--- config.mk ---
export PLATFORM = sky130hd
export DESIGN_NAME = demux_nway_reg
export DESIGN_NICKNAME = d
export VERILOG_FILES = /design/src/rtl/demux_pkg.sv /design/src/rtl/demux_slot.sv /design/src/rtl/demux_nway_reg.sv
export SDC_FILE = /design/constraint.sdc
export NUM_CORES = 1
export LEC_CHECK = 0
export CORE_ASPECT_RATIO = 1.5
export CORE_MARGIN = 4
export CORE_UTILIZATION = 42
export DETAILED_ROUTE_END_ITERATION = 8
export PLACE_DENSITY = 0.86
export SETUP_SLACK_MARGIN = 0.05
export SLEW_MARGIN = 20
export SYNTH_ARGS = -nofsm -noshare
export SYNTH_HDL_FRONTEND = slang
export SYNTH_SLANG_ARGS = --single-unit
--- constraint.sdc ---
create_clock -name clk -period 4 [get_ports clk]
set_input_delay 0.6 -clock clk [delete_from_list [all_inputs] [get_ports clk]]
set_output_delay 0.6 -clock clk [all_outputs]
set_load 0.02 [all_outputs]
--- src/rtl/demux_pkg.sv ---
`default_nettype none
// ============================================================================
//  Module   : demux_pkg
//  Brief    : Shared defaults and selector-width helper for the N-way demux.
//  Revision : 1.0
// ============================================================================
package demux_pkg;

    localparam int DEMUX_WIDTH_DEF    = 16;
    localparam int DEMUX_CHANNELS_DEF = 8;

    // Never below one bit, so a selector port always exists.
    function automatic int demux_sel_w(input int channels);
        return (channels <= 2) ? 1 : $clog2(channels);
    endfunction

endpackage : demux_pkg
`default_nettype wire

--- src/rtl/demux_slot.sv ---
`default_nettype none
// ============================================================================
//  Module   : demux_slot
//  Brief    : One-entry output register (data + valid) for a single channel.
//  Revision : 1.0
// ============================================================================
module demux_slot
    import demux_pkg::*;
#(
    parameter int WIDTH = DEMUX_WIDTH_DEF
) (
    input  logic             clk,
    input  logic             reset,
    input  logic             load,
    input  logic [WIDTH-1:0] load_data,
    input  logic             out_ready,
    output logic             free,
    output logic             out_valid,
    output logic [WIDTH-1:0] out_data
);

    logic             r_valid;
    logic [WIDTH-1:0] r_data;

    // A full slot counts as free when it drains this cycle.
    assign free      = ~r_valid | out_ready;
    assign out_valid = r_valid;
    assign out_data  = r_data;

    // Data only moves on a load, so it holds under backpressure and when idle.
    always_ff @(posedge clk or posedge reset) begin
        if (reset) begin
            r_valid <= 1'b0;
            r_data  <= '0;
        end else begin
            if (load) begin
                r_valid <= 1'b1;
                r_data  <= load_data;
            end else if (out_ready) begin
                r_valid <= 1'b0;
            end
        end
    end

endmodule : demux_slot
`default_nettype wire

--- src/rtl/demux_nway_reg.sv ---
`default_nettype none
// ============================================================================
//  Module   : demux_nway_reg
//  Brief    : Registered 1-to-N demultiplexer with broadcast and sticky
//             out-of-range selector flag.
//  Revision : 1.0
// ============================================================================
module demux_nway_reg
    import demux_pkg::*;
#(
    parameter int WIDTH    = DEMUX_WIDTH_DEF,
    parameter int CHANNELS = DEMUX_CHANNELS_DEF,
    parameter int SEL_W    = demux_sel_w(CHANNELS)
) (
    input  logic                      clk,
    input  logic                      reset,
    input  logic [WIDTH-1:0]          in_data,
    input  logic [SEL_W-1:0]          in_sel,
    input  logic                      in_bcast,
    input  logic                      in_valid,
    output logic                      in_ready,
    output logic [CHANNELS*WIDTH-1:0] out_data,
    output logic [CHANNELS-1:0]       out_valid,
    input  logic [CHANNELS-1:0]       out_ready,
    output logic                      err_oor
);

    localparam logic [31:0] C_CHANNELS = 32'(CHANNELS);

    logic [31:0]         w_sel_ext;
    logic                w_in_range;
    logic                w_sel_free;
    logic                w_accept;
    logic                w_oor_accept;
    logic [CHANNELS-1:0] w_free;
    logic [CHANNELS-1:0] w_load;
    logic                r_err_oor;

    assign w_sel_ext  = 32'(in_sel);
    assign w_in_range = (w_sel_ext < C_CHANNELS);

    // Loop compare avoids indexing past CHANNELS for non-power-of-two counts.
    always_comb begin
        w_sel_free = 1'b0;
        for (int i = 0; i < CHANNELS; i++) begin
            if (w_sel_ext == 32'(i)) begin
                w_sel_free = w_free[i];
            end
        end
    end

    always_comb begin
        in_ready = 1'b1;
        if (in_bcast) begin
            in_ready = &w_free;
        end else if (w_in_range) begin
            in_ready = w_sel_free;
        end
    end

    assign w_accept     = in_valid & in_ready;
    assign w_oor_accept = w_accept & ~in_bcast & ~w_in_range;

    for (genvar i = 0; i < CHANNELS; i++) begin : g_slot
        assign w_load[i] = w_accept & (in_bcast | (w_sel_ext == 32'(i)));

        demux_slot #(
            .WIDTH (WIDTH)
        ) u_slot (
            .clk       (clk),
            .reset     (reset),
            .load      (w_load[i]),
            .load_data (in_data),
            .out_ready (out_ready[i]),
            .free      (w_free[i]),
            .out_valid (out_valid[i]),
            .out_data  (out_data[i*WIDTH +: WIDTH])
        );
    end

    always_ff @(posedge clk or posedge reset) begin
        if (reset) begin
            r_err_oor <= 1'b0;
        end else if (w_oor_accept) begin
            r_err_oor <= 1'b1;
        end
    end

    assign err_oor = r_err_oor;

endmodule : demux_nway_reg
`default_nettype wire

# Word-level counts from Yosys, hierarchy flattened
# Index checks and enable logic that the tools add are counted.
# op_classes
magnitude_cmp,1
reduce_logical,10
n_eq_ne,7
bitwise_logic,37
muxes,26
# op_table
op,count
32-bit zero test,1
1-bit 2-to-1 mux,26
1-bit OR,16
2-bit nonzero test,8
3-bit == test (second input constant),4
1-bit AND,11
1-bit NOT,10
8-bit AND reduction,1
3-bit by 2-bit == test with 1-bit output (second input constant),2
3-bit by 4-bit less-than comparator with 1-bit output (second input constant),1
3-bit by 1-bit == test with 1-bit output (second input constant),1
# word_totals
reg_bits,137

# Longest topological paths before layout
# depth
word_depth,15
depth_mapped,8
depth_no_buf,5

# Modules after synthesis
# Synthesis repeated with hierarchy kept, for this count alone.
# unflattened
cells_unflattened,346
area_unflattened_um2,5813.1
# by_module_without_submodules
mod,seq_area_each_um2,n_inst,area_each_um2,cells_per_inst
demux_slot,425.4,8,686.9,38
demux_nway_reg,0.0,1,317.8,42

# Worst setup path after synthesis
# No wires, ideal clock.
# synth_path
path_kind,in2out
from,input in_sel[0]
to,output in_ready
setup_slack_ns,1.579
arrival_time_ns,1.821
path_buffers,2
path_stages,6
required_ns,3.400
path_cell_list,buf_2 > or2_1 > o22ai_1 > nor3_1 > a211oi_2 > buf_2
# synth_between
elab_chain_len,11
elab_cells_between_ends,19
# synth_rtl
element,line_no,text
from (decl),demux_nway_reg.sv:18,"input logic [SEL_W-1:0] in_sel,"
32-bit zero test,demux_nway_reg.sv:46,if (w_sel_ext == 32'(i)) begin
1-bit 2-to-1 mux (8 in series),demux_nway_reg.sv:46,
1-bit 2-to-1 mux (*),demux_nway_reg.sv:56,end else if (w_in_range) begin
1-bit 2-to-1 mux (*),demux_nway_reg.sv:54,if (in_bcast) begin
to (decl),demux_nway_reg.sv:21,"output logic in_ready,"
# Mark *: on every way between the ends. The rest lies on a longest branch, timed or not.

# Worst setup path in the final report
# layout_path
from,input in_sel[1]
to,output in_ready
# Same word-level chain as after synthesis.

==> impl_metrics.py <==
metrics = {
    "die": {
        "dieWidth_um": 102,
        "fp.dieH_um": 149,
        "rows": 51,
        "initial_core_util_pct": 42.9,
        "fp.dieArea_mm2": 0.0152,
        "ios": 169,
        "core_area_mm2": 0.0130,
    },
    "clock_tree": {
        "cts_tree": "yes",
        "cts-root-buf": "clkbuf_16",
        "htreeDepth": 4,
        "ctsHoldBuffers": 0,
        "clkTransAtPathRegs_ns": 0.06,
        "cts_setup_buffers": 0,
        "clock_sinks": 136,
        "cts_buffers": 17,
        "cts_resized": 0,
        "clock_latency_ns": 0.41,
        "cts.path.max_buffers": 2,
    },
    "place": {
        "gp_congestion": 0.893,
        "dp_hpwl_um": 12300,
        "portBuffers": 167,
        "dp.cells": 703,
        "preCtsSetupSlack_ns": 0.332,
    },
    "sta": {
        "max_freq_mhz": 268,
        "report.final.slew_viol_count": 0,
        "clock_skew_ns": 0.00945,
        "worstMarginPinSlew_ns": 0.959,
        "post-route-period-util_pct": 93.4,
        "hold_viol_final": 0,
        "relSlewSlack_pct": 35.9,
        "grt_setup_unrepaired": "false",
        "finalSetupTns_ns": 0,
        "fin_ws_ns": 0.263,
        "min_period_ns": 3.74,
        "setup_viol_count_final": 0,
    },
    "final_layout": {
        "drive_gt1_share_pct": 9.55,
        "areaGrowthSynthToFinish_pct": 40.7,
        "regArea_mm2": 0.00340,
        "multi_input_area_mm2": 0.00188,
        "antenna_cells": 0,
        "fillers": 1001,
        "final_cell_count_no_fill": 735,
        "nNetsFinal": 594,
    },
    "global_routing": {
        "grt.total_usage_pct": 24.0,
        "grt_pass1_vias": 4697,
        "grt_max_degree": 97,
        "antenna_found_initial": 0,
        "overflow": 0,
        "grt_pass1_wl_um": 27400,
    },
    "pwr": {
        "powerDensity_mw_per_mm2": 671,
        "p_leak_nw": 3.26,
        "ir_drop_mv": 0.364,
    },
    "setup_path": {
        "r2r_slack_ns": 1.28,
        "critPathMostFrequentCell": "clkdlybuf4s50_1",
        "startpoint_type": "primary input",
        "worstPathMaxFanout": 14,
        "worstReg2RegStart": "g_slot[0].u_slot.out_valid",
        "r2r_end": "g_slot[1].u_slot.out_data[11]",
        "crit_arrival_ns": 3.14,
        "endpoint": "in_ready",
        "cp-startpoint": "in_sel[1]",
        "critPathCaptureType": "primary output",
        "cp.required_ns": 3.40,
        "rr_worst_depth": 6,
        "crit_chain": "clkdlybuf4s50_1, nand2_1, nor3b_1, a211oi_1, a211oi_4, clkdlybuf4s50_1",
        "max_stage_delay_ns": 0.75,
        "crit_type": "primary input to primary output",
        "crit_path_top_delay_cell": "clkdlybuf4s50_1",
    },
    "route": {
        "vias": 4584,
        "via_per_inst": 6.24,
        "wl_per_cell_um": 24.4,
        "firstDrtPassIters": 5,
        "drtAntennaViolNets": 0,
        "drc": 0,
        "drt-total-wl_um": 17900,
        "dr.first_iter.drc_count": 301,
    },
    "hold_path": {
        "hold_class": "register to register",
    },
    "synthesis": {
        "synth-edff-count": 0,
        "synth_nets": 458,
        "dominantRegCellSynth": "dfrtp_1",
        "synth_area_leaders": "dfrtp_1 61%, a32o_1 17%, a22o_1 2.5%",
        "async_reset_ff_share_pct": 100,
        "yosysTopAreaCellShare_pct": 61.0,
        "netlist_area_mm2": 0.00558,
        "yosysSeqAreaShare_pct": 61.0,
        "syn_area_per_cell_um2": 13.1,
        "synth.distinct_cells": 41,
        "synth_warnings": 0,
        "synth-seq-cells": 136,
        "synth_cells": 427,
        "synth.largest_area_cell": "dfrtp_1",
        "ys_top_cells_by_count": "136 x dfrtp_1, 96 x a32o_1, 31 x clkbuf_1",
        "synth_most_common_cell": "dfrtp_1",
    },
    "run": {
        "cap_viol_max_count": 0,
    },
    "outcome": {
        "outcome": "finished clean",
    },
}
==> worst max-delay path: cells and delay by family <==
family | cells | cell delay, ns
buffers and inverters | 2 | 1.42
AOI/OAI and AO/OA | 2 | 0.62
and+or+nand+nor | 2 | 0.50
==> stage by stage <==
step / total power, mW / hold slack [ns] / util (%) / cell area (um2)
after global placement: 3.68 / 0.472 / 55.7 / 7250
after floorplan: 2.83 / 0.472 / - / 5590
after global routing: 5.48 / 0.498 / 60.3 / 7860
after detailed placement: 3.73 / 0.473 / 55.7 / 7250
final: 5.27 / 0.490 / 60.3 / 7860
after CTS: 5.30 / 0.491 / 60.2 / 7840
==> layout make-up <==
class	count	share of cell area, %
timing repair buffer	179	22.6
clock buffer	17	5.42
inverter	2	0.143
multi-input combinational	227	23.9
clock inverter	15	2.12
tap	159	2.53
sequential	136	43.3
==> kinds of logic after synthesis <==
kind of cell	share of synthesized area, %
AOI/OAI and AO/OA	26.1
DFF	61.0
and+or+nand+nor	7.06
buffers and inverters	5.81
other	0.0672
==> metal layers <==
metal / vias up / share of wire, % / track usage [%]
met3: 35 / 5.4 / 3.70
met5: - / 0 / 0
met4: 0 / 3.1 / 11.0
li1: 1929 / - / -
met2: 221 / 55 / 42.3
met1: 2399 / 36 / 28.4
==> flip-flops by register name, summed over array words and instances (netlist names) <==
signal,cells
g_slot.u_slot.out_data,128
g_slot.u_slot.out_valid,8
==> report_power, final <==
part / switching, mW / internal, mW
clock: 0.624 / 0.929
sequential: 0.214 / 1.71
combinational: 0.930 / 0.863
==> how the worst min path moves through the flow <==
stage,start,to,slack (ns),depth (start not counted)
3_3_place_gp,g_slot[7].u_slot.out_data[3],g_slot[7].u_slot.out_data[3],0.47,1
5_1_grt,g_slot[3].u_slot.out_data[7],g_slot[3].u_slot.out_data[7],0.50,1
4_1_cts,g_slot[7].u_slot.out_data[1],g_slot[7].u_slot.out_data[1],0.49,1
2_1_floorplan,g_slot[3].u_slot.out_valid,g_slot[3].u_slot.out_valid,0.47,2
3_5_place_dp,g_slot[7].u_slot.out_data[1],g_slot[7].u_slot.out_data[1],0.47,1
6_report,g_slot[3].u_slot.out_data[13],g_slot[3].u_slot.out_data[13],0.49,1
==> placed cells by master, fill, tap and decap left out, types with 2 or more instances in the layout <==
master / Yosys / routed
nor2_1: 3 / 2
a41o_1: 2 / 2
o21ai_0: 3 / 3
and2_1: 16 / 16
nor2b_1: 6 / 6
o211ai_1: 4 / 4
clkinvlp_4: 0 / 7
a22o_1: 16 / 16
a32o_1: 96 / 96
buf_4: 11 / 11
dfrtp_1: 136 / 136
inv_6: 0 / 5
bufinv_16: 0 / 2
clkdlybuf4s50_1: 0 / 167
nor3_1: 4 / 4
nand3_1: 2 / 2
a31o_2: 2 / 2
nand2b_1: 10 / 10
a21o_1: 2 / 2
o21bai_1: 3 / 3
a211oi_4: 0 / 2
nand2_1: 23 / 23
clkinv_4: 0 / 2
clkbuf_16: 0 / 17
o2bb2ai_1: 16 / 16
(Power assumes the default switching activity.)
